==> src/rtl/mmio_port_responder.sv <==
// Memory-mapped port/timer peripheral: an output register, a synchronized input port
// with change detection, and a down-counting timer with optional auto-reload and interrupt.
module mmio_port_responder #(
   parameter logic [31:0] BASE_ADDR = 32'h1001_0400
) (
   input  logic        clk,
   input  logic        reset,
   input  logic [31:0] Address,
   input  logic [31:0] WriteData,
   input  logic        MemWrite,
   input  logic        MemRead,
   output logic [31:0] ReadData,
   output logic        Hit,
   input  logic [7:0]  PortIn,
   output logic [31:0] PortOut,
   output logic        Irq
);

   typedef enum logic {IDLE, RUN} timerState_t;

   logic [31:0] outReg, loadReg, countReg, countNext;
   logic [3:0]  ctrlReg;
   logic        chgReg, expReg, chgNext, expNext;
   logic        chgSet, expSet, statusWrite;
   logic [7:0]  syncStage1Reg, syncInReg, prevInReg;
   logic [2:0]  regSel;
   logic        busWrite;
   timerState_t timerState;

   assign Hit      = (Address[31:5] == BASE_ADDR[31:5]) && (Address[1:0] == 2'b00);
   assign regSel   = Address[4:2];
   assign busWrite = Hit && MemWrite;
   assign PortOut  = outReg;
   // Irq is built from registered flags and enables only, so no bus-to-Irq combinational path.
   assign Irq      = (chgReg && ctrlReg[2]) || (expReg && ctrlReg[3]);

   assign timerState = (ctrlReg[0] && (countReg != 32'd0)) ? RUN : IDLE;

   always_comb begin
      countNext = countReg;
      expSet    = 1'b0;
      if (timerState == RUN) begin
         if (countReg == 32'd1) begin
            expSet    = 1'b1;
            countNext = ctrlReg[1] ? loadReg : 32'd0;
         end else begin
            countNext = countReg - 32'd1;
         end
      end
      // A LOAD write overrides both decrement and reload at the same edge.
      if (busWrite && (regSel == 3'd3)) begin
         countNext = WriteData;
      end
      statusWrite = busWrite && (regSel == 3'd2);
      chgSet      = (syncInReg != prevInReg);
      chgNext     = chgSet || (chgReg && !(statusWrite && WriteData[0]));
      expNext     = expSet || (expReg && !(statusWrite && WriteData[1]));
   end

   always_ff @(posedge clk or negedge reset) begin
      if (!reset) begin
         outReg        <= 32'd0;
         loadReg       <= 32'd0;
         countReg      <= 32'd0;
         ctrlReg       <= 4'd0;
         chgReg        <= 1'b0;
         expReg        <= 1'b0;
         syncStage1Reg <= 8'd0;
         syncInReg     <= 8'd0;
         prevInReg     <= 8'd0;
      end else begin
         syncStage1Reg <= PortIn;
         syncInReg     <= syncStage1Reg;
         prevInReg     <= syncInReg;
         countReg      <= countNext;
         chgReg        <= chgNext;
         expReg        <= expNext;
         if (busWrite && (regSel == 3'd0)) outReg  <= WriteData;
         if (busWrite && (regSel == 3'd3)) loadReg <= WriteData;
         if (busWrite && (regSel == 3'd5)) ctrlReg <= WriteData[3:0];
      end
   end

   always_comb begin
      ReadData = 32'd0;
      if (Hit && MemRead) begin
         case (regSel)
            3'd0:    ReadData = outReg;
            3'd1:    ReadData = {24'd0, syncInReg};
            3'd2:    ReadData = {30'd0, expReg, chgReg};
            3'd3:    ReadData = loadReg;
            3'd4:    ReadData = countReg;
            3'd5:    ReadData = {28'd0, ctrlReg};
            default: ReadData = 32'd0;
         endcase
      end
   end

endmodule

==> config.mk <==
export PLATFORM = sky130hd
export DESIGN_NAME = mmio_port_responder
export DESIGN_NICKNAME = d
export VERILOG_FILES = /design/src/rtl/mmio_port_responder.sv
export SDC_FILE = /design/constraint.sdc
export NUM_CORES = 1
export LEC_CHECK = 0
export CAP_MARGIN = 40
export CORE_MARGIN = 4
export CORE_UTILIZATION = 45
export DETAILED_ROUTE_END_ITERATION = 8
export PLACE_DENSITY = 0.81
export SLEW_MARGIN = 20
export SYNTH_ARGS = -nofsm -noshare
export SYNTH_HDL_FRONTEND = slang
export SYNTH_SLANG_ARGS = --single-unit
==> constraint.sdc <==
create_clock -name clk -period 7.1 [get_ports clk]
set_input_delay 1.065 -clock clk [delete_from_list [all_inputs] [get_ports clk]]
set_output_delay 1.065 -clock clk [all_outputs]
set_load 0.05 [all_outputs]
======== After elaboration in Yosys (flattened, before gate mapping) ========
Cells that the tools add are included.
storage, ports and cells
  flip-flop bits (word level) ............. 126
  output and inout port bits .............. 66
  bits of input ports ..................... 76
operators by class
  eq/ne operators ......................... 8
  reductions and logical operators ........ 23
  multiplexer cells ....................... 9
  $add $sub $neg .......................... 1
operators by type and width
  cell                                                count
  case mux 32 bit (6 select lines)                    1
  2-to-1 mux 32 bit                                   5
  == test 32 x 1 -> 1 bit, second input constant      1
  nonzero test 32 bit                                 1
  subtractor 32 x 1 -> 32 bit, second input constant  1
  == test 27 x 24 -> 1 bit, second input constant     1
  logical AND 1 bit                                   14
  inequality test 8 bit                               1
  == test 3 x 2 -> 1 bit, second input constant       2
  == test 3 bit, second input constant                2
  == test 3 x 1 -> 1 bit, second input constant       1
  zero test 3 bit                                     1
  logical OR 1 bit                                    3
  2-to-1 mux 1 bit                                    3
  zero test 1 bit                                     2
  zero test 2 bit                                     1
  nonzero test 2 bit                                  1

======== Depth between registers and ports, before layout ========
  depth in word-level cells ............... 8
  depth in mapped cells ................... 10
  gate-level depth less buffers ........... 8

======== Worst setup path after synthesis ========
No wires, ideal clock.
  path kind ............................... input to output
  start ................................... input Address[18]
  end ..................................... output ReadData[11]
  stages on the path ...................... 7
  buffers on the path ..................... 1
  setup slack ............................. 2633 ps
  data arrival time ....................... 3402 ps
  cells stage by stage .................... nor4b_1 -> and4_1 -> and2_1 -> nand2_1 -> a21o_1 -> clkbuf_1 -> nor2_1
on the way
  longest elaborated chain between the ends .. 4
ends and longest elaborated chain
  what                      RTL line  RTL
  start, declared           8         input logic [31:0] Address,
  == test 27 x 24 -> 1 bit  30        assign Hit = (Address[31:5] == BASE_ADDR[31:5]) && (Address[1:0] == 2'b00);
  logical AND 1 bit         30
  via Hit                   13        output logic Hit,
  logical AND 1 bit         86        if (Hit && MemRead) begin
  2-to-1 mux 32 bit         86
  end, declared             12        output logic [31:0] ReadData,
The timed path passes the listed nets, and every way through them passes these cells.

======== Worst setup path in the final report ========
  start ................................... input Address[2]
  end ..................................... output ReadData[12]
on the way
  longest elaborated chain between the ends .. 3
  elaborated cells on any way between the ends .. 8
  those cells by class .................... eq/ne (5); mux (2); reduce/logical (1)
ends and longest elaborated chain
  what                                         RTL line  RTL
  == test 3 bit, or another cell as far along  87        case (regSel)
  case mux 32 bit (6 select lines) (*)         87
  2-to-1 mux 32 bit (*)                        86
Mark *: on every way between the ends. The rest lies on a longest branch, timed or not.

==> metrics.md <==
| Metric | Value |
|---|---|
| H-tree lvl count | `4` |
| Synthesized instance count | `726` |
| Die area | `17200 um^2` |
| Largest net degree at the start of global routing | `65` |
| Status | `finished clean` |
| Wire per inst | `19.0 um` |
| Num CTS Buffers | `17` |
| Starting Density | `46.4%` |
| Psw | `0.351 mW` |
| Hold Path Cell Cnt | `0` |
| Sequential fraction of the synthesis area | `46.2%` |
| Hold buffers post-CTS | `0` |
| M3 GR Usage | `5.39%` |
| DRC | `0` |
| Startpoint type of the worst setup path | `primary input` |
| GRT met2 Usage | `35.7%` |
| Post-Synthesis Cell Area | `6830 um^2` |
| Slew at the pin closest to its max-slew limit | `0.816 ns` |
| Min Tclk post-route | `5.14 ns` |
| Post-route ant nets | `0` |
| Y dimension of the die | `131 um` |
| Worst skew pair latency | `0.42 ns` |
| Routability Congestion | `0.908` |
| Final setup TNS | `0 ns` |
| GRT busiest layer | `met2` |
| Io pins | `142` |
| First-pass GRT wire length | `32200 um` |
| Final setup fails | `0` |
| Max cap viols | `0` |
| Crit. End Element | `output pin` |
| Fmax | `194 MHz` |
| Combinational power share | `5.8%` |
| Vias in the first global route | `6314` |
| Core Region | `14700 um^2` |
| I/O Buffers | `141` |
| Post-synth EDFFs | `0` |
| Async SR Flop Fraction | `100%` |
| PD cells | `192 nW/um^2` |
| Worst Hold Margin | `0.345 ns` |
| Post-layout util | `61.9%` |
| Clock slew at reported path FFs | `0.05 ns` |
| Routed WL | `20000 um` |
| Die width | `131 um` |
| Max-slew violations | `0` |
| Final Cycle Share | `72.4%` |
| WP data required | `6.03 ns` |
| Clock Path Buffers | `2` |
| GR Overflow Total | `0` |
| Clk sinks | `126` |
| Setup repair bufs after CTS | `0` |
| Vias per cell | `6.01` |
| DR pass1 iterations | `5` |
| Final HPWL DP | `14000 um` |
| R2R depth | `6` |
| Num rows | `44` |
| Initial antenna violation count | `0` |
| Clk_skew | `0.00642 ns` |
| CTS tree | `built` |
| Syn Area/Cell | `9.40 um^2` |
| Synth Flop Type | `dfrtp_1` |
| Synth Register Bits | `126` |
| Maximum fanout along the worst path | `19` |
| Initial DRC count | `598` |
| Final hold violation count | `0` |
| Post-placement cell count | `1014` |
| Clock power share | `52.4%` |
| Slew headroom | `45.6%` |
| Sequential power share | `41.8%` |
| VDD IR max | `0.149 mV` |
| Syn_nets | `804` |
| Internal power | `1.40 mW` |
| GR Util All Layers | `22.7%` |
| Total Nets Final | `932` |
| Share of layout cells above drive strength 1 | `14.0%` |
| Non-Filler Instances | `1051` |
| Routed via count | `6312` |
| Met1 Usage GRT | `30.6%` |
| CTS root buffer | `clkbuf_16` |
| Yosys warns | `0` |
| Arr. time, crit path | `4.08 ns` |
| RSZ-0062 raised after global routing | `no` |
| PostCTS Resize Cnt | `0` |
| Worst Hold Class | `reg -> reg` |
| Antenna cells | `0` |
| WS Path Type | `in -> out` |
| Layout overhead on the synthesized area | `33.4%` |
| Leak | `3.88 nW` |
| Sw Share | `20.1%` |
| Unique masters post-synth | `60` |
==> logic make-up after synthesis <==
family,Yosys count,synth area share (%)
and+or+nand+nor,308,21.9
muxes,70,12.0
buffers and inverters,60,3.57
xor gates and xnor gates,10,1.28
DFF,126,46.2
AOI/OAI and AO/OA,150,14.8
adders and majority gates,2,0.367
==> critical path, stage by stage <==
cell	delay (ns)
clkdlybuf4s50_1	0.46
buf_4	0.27
nor2b_1	0.37
and2_1	0.57
buf_8	0.23
a22oi_1	0.10
nor2_1	0.16
clkdlybuf4s50_1	0.83
==> synthesized netlist by cell type (3+ instances only) <==
cell / instances / area share (%)
a31oi_1: 13 / 1.2
and2_1: 4 / 0.37
mux4_2: 3 / 0.99
nand3_1: 10 / 0.73
a22oi_1: 31 / 3.4
nand4_1: 3 / 0.27
or3_1: 8 / 0.73
mux2_2: 60 / 9.9
nor2_1: 66 / 3.6
o21ai_1: 3 / 0.22
nor3_1: 35 / 2.6
nand2b_1: 5 / 0.46
mux2i_1: 5 / 0.73
o31ai_1: 4 / 0.44
clkbuf_1: 28 / 1.5
a21oi_1: 15 / 1.1
and3_1: 12 / 1.1
a311oi_1: 4 / 0.51
a221oi_1: 6 / 0.77
a211oi_1: 5 / 0.55
inv_1: 9 / 0.49
o2bb2ai_1: 4 / 0.51
nor4_1: 20 / 1.8
a21boi_0: 3 / 0.33
o21ai_0: 38 / 2.8
and4_1: 4 / 0.51
o211ai_1: 6 / 0.66
xor2_1: 8 / 1.0
buf_2: 12 / 0.88
dfrtp_1: 126 / 46
nor4b_1: 6 / 0.77
nor2b_1: 4 / 0.37
o41ai_1: 4 / 0.51
buf_1: 10 / 0.55
or4_1: 3 / 0.33
nand2_1: 113 / 6.2
==> metrics by stage <==
step	cell area [um^2]	total power, mW	setup WS [ns]
after floorplan	6830	0.768	2.63
after global placement	8330	0.835	1.84
after detailed placement	8410	0.840	1.93
after CTS	9020	1.75	1.95
after global routing	9100	1.80	1.69
final	9100	1.75	1.96
==> cell usage in the layout (no fill, tap or decap), drive strengths merged, types with 15 or more instances in the layout <==
master,n
nor2,67
buf,20
dfrtp,126
clkbuf,27
nand2,113
clkdlybuf4s50,139
nor4,22
a21oi,15
o21ai,41
a22oi,31
mux2,62
nor3,36
==> per-layer routing <==
metal,part of all wire [%],wire length (um)
met5,0,0
met4,2.2,433
met3,8.0,1590
met2,47,9410
met1,43,8540
==> power by group through the flow <==
stage	clock, mW	combinational (mW)	sequential [mW]
3_5_place_dp	0	0.0973	0.742
6_report	0.916	0.101	0.730
5_1_grt	0.960	0.109	0.730
3_3_place_gp	0	0.0933	0.742
2_1_floorplan	0	0.0272	0.741
4_1_cts	0.925	0.0981	0.730
==> worst paths after layout <==
| check | start | to | slack [ns] |
|---|---|---|---|
| worst min-delay path | syncStage1Reg[7] | syncInReg[7] | 0.34 |
| worst max register to register | countReg[26] | countReg[9] | 3.94 |
| worst min register to register | syncStage1Reg[7] | syncInReg[7] | 0.34 |
| min in group asynchronous | reset | PortOut[3] | 0.49 |
| worst max-delay path | Address[2] | ReadData[12] | 1.96 |
| max in group asynchronous | reset | loadReg[25] | 5.89 |
==> flip-flops by register name (all words and copies together), names as in the netlist <==
| signal | count |
|---|---|
| PortOut | 32 |
| countReg | 32 |
| loadReg | 32 |
| prevInReg | 8 |
| syncInReg | 8 |
| syncStage1Reg | 8 |
| ctrlReg | 4 |
| chgReg | 1 |
| expReg | 1 |
==> final cells by class <==
type / count / area (um^2)
multi-input cells: 540 / 3440
fillers: 1185 / 5590
clock inverters: 6 / 130
inverters: 9 / 33.8
well taps: 184 / 230
repair buffers: 160 / 1630
flip-flops and latches: 126 / 3150
clock buffers: 26 / 489
Power figures use the tool's default switching activity.
==> patch: new RTL, config.mk and constraints unchanged <==
Take the reset off `syncStage1Reg` and load it in a clocked block of its own.
--- a/src/rtl/mmio_port_responder.sv
+++ b/src/rtl/mmio_port_responder.sv
@@ -66,9 +66,7 @@
          chgReg        <= 1'b0;
          expReg        <= 1'b0;
-         syncStage1Reg <= 8'd0;
          syncInReg     <= 8'd0;
          prevInReg     <= 8'd0;
       end else begin
-         syncStage1Reg <= PortIn;
          syncInReg     <= syncStage1Reg;
          prevInReg     <= syncInReg;
@@ -80,4 +78,8 @@
          if (busWrite && (regSel == 3'd5)) ctrlReg <= WriteData[3:0];
       end
+   end
+
+   always_ff @(posedge clk) begin
+      syncStage1Reg <= PortIn;
    end
 
Function: changed (Yosys sat finds a counterexample within 4 cycles, from zero or initial values and one cycle with reset low).
==> patch against the unedited design <==
  * Die area decreased by 0.55%
  * Synthesized area fell by 0.59%
  * Core utilization is 0.72 points lower
  * Sequential power about the same
  * Cell area is 1.5% lower
  * Largest cell class unchanged
  * Worst setup slack got worse by 130 ps
  * Total power fell by 6.1%
  * Sequential cell count stayed put
  * Wire length up 1.2%
  * Critical endpoint is now ReadData[4]
  * Sequential share of layout area increased by 0.090 points
  * Clock power down 11%
  * Synthesized cell count is the same
==> patch: results (changes against the unedited design) <==
| Metric | Value |
|---|---|
| Hold wc startpoint | `syncStage1Reg[2] (was syncStage1Reg[7])` |
| Worst R2R Start | `countReg[6] (was countReg[26])` |
| Internal Power | `1.29 mW (was 1.40 mW)` |
| Place WS | `1790 ps (was 1930 ps)` |
| Top cells by area, synth | `dfrtp_1 (44%), mux2_2 (10%), nand2_1 (6.3%) (was dfrtp_1 (46%), mux2_2 (9.9%), nand2_1 (6.2%))` |
| Yosys cell types | `61 (was 60)` |
| CP Max Fanout | `22 (was 19)` |
| Hold worst-path end | `syncInReg[2] (was syncInReg[7])` |
| DP HPWL | `14,400 um (was 14,000 um)` |
| Reg-to-Reg End | `countReg[22] (was countReg[9])` |
| Worst Hold Margin | `326 ps (was 345 ps)` |
| Layout Nets | `929 (was 932)` |
| Async SR Flop Fraction | `93.7% (was 100%)` |
| Maximum clock rate | `190 MHz (was 194 MHz)` |
| Met1 WL | `8670 um (was 8540 um)` |
| Largest net degree at the start of global routing | `56 (was 65)` |
| Finished Cell Area | `8970 um^2 (was 9100 um^2)` |
| CP endpoint | `ReadData[4] (was ReadData[12])` |
| Layout cells sized above 1 | `13.7% (was 14.0%)` |
| Worst R2R Setup Slack | `3790 ps (was 3940 ps)` |
| List of most frequent post-synthesis cells | `dfrtp_1 (118), nand2_1 (113), nor2_1 (66) (was dfrtp_1 (126), nand2_1 (113), nor2_1 (66))` |
| Leak Pwr | `3.80 nW (was 3.88 nW)` |
| Register area share after synthesis | `45.9% (was 46.2%)` |
| Total global routing track utilization | `24.5% (was 22.7%)` |
| Rel. slew slack | `40.7% (was 45.6%)` |
| Arr. time, crit path | `4210 ps (was 4080 ps)` |
| Via count | `6,309 (was 6,312)` |
| Vias in the first global route | `6,138 (was 6,314)` |
| Initial DRC count | `581 (was 598)` |
| Placed Instance Area | `8400 um^2 (was 8410 um^2)` |
| Routed wire length on met2 | `9790 um (was 9410 um)` |
| Setup Skew | `8.52 ps (was 6.42 ps)` |
| Fill cells | `1,209 (was 1,185)` |
| VDD IR max | `0.000158 V (was 0.000149 V)` |
| Metal3 WL | `1350 um (was 1590 um)` |
| Outcome | `completed (unchanged)` |
| DRT Wirelength | `20,200 um (was 20,000 um)` |
| Critical path launch point | `Address[3] (was Address[2])` |
| Global-route wire length before repair | `32,600 um (was 32,200 um)` |
| GPL Wtd Cong | `0.910 (was 0.908)` |
-- patch: changes by cell type after synthesis --
cell and change:
dfxtp_1 +8, dfrtp_1 -8
-- patch: power groups by stage --
| stage | sequential, mW | clock [mW] | combinational, mW |
|---|---|---|---|
| after floorplan | 0.741 | 0 | 0.0272 |
| after global placement | 0.742 | 0 | 0.0930 |
| after detailed placement | 0.742 | 0 | 0.0983 |
| after CTS | 0.730 | 0.817 | 0.0994 |
| after global routing | 0.730 | 0.850 | 0.108 |
| final | 0.730 | 0.811 | 0.0992 |
-- patch: layout make-up --
type,instances,share of cell area [%]
inverters,9,0.377
well taps,184,2.57
multi-input cells,540,38.4
flip-flops and latches,126,34.7
clock buffers,26,5.46
clock inverters,6,0.656
repair buffers,157,17.9
-- patch: per-layer routing --
layer | vias to the layer above | global-route usage (%)
li1 | 2921 | -
met5 | - | 0
met4 | 0 | 8.95
met3 | 35 | 5.49
met2 | 276 | 39.8
met1 | 3077 | 32.3
-- patch: stage by stage --
| stage | std cells | power, mW |
|---|---|---|
| floorplan | 726 | 0.768 |
| global placement | 1008 | 0.835 |
| detailed placement | 1014 | 0.840 |
| CTS | 1046 | 1.65 |
| global route | 1048 | 1.69 |
| finish | 1048 | 1.64 |
-- patch: logic make-up (layout without fill, tap and decap cells) --
family	count (synthesis)	after routing	share of synthesized area (%)
adders and majority gates	2	2	0.369
and+or+nand+nor	308	308	22.0
xor gates and xnor gates	10	10	1.29
muxes	70	70	12.0
DFF	126	126	45.9
buffers and inverters	60	198	3.60
AOI/OAI and AO/OA	150	150	14.8
-- patch: critical path, cell delays in order --
cell and delay [ps]:
clkdlybuf4s50_1 790, nor2_2 630, buf_4 400, a21oi_1 130, o22a_1 200, nor2_1 140
clkdlybuf4s50_1 830
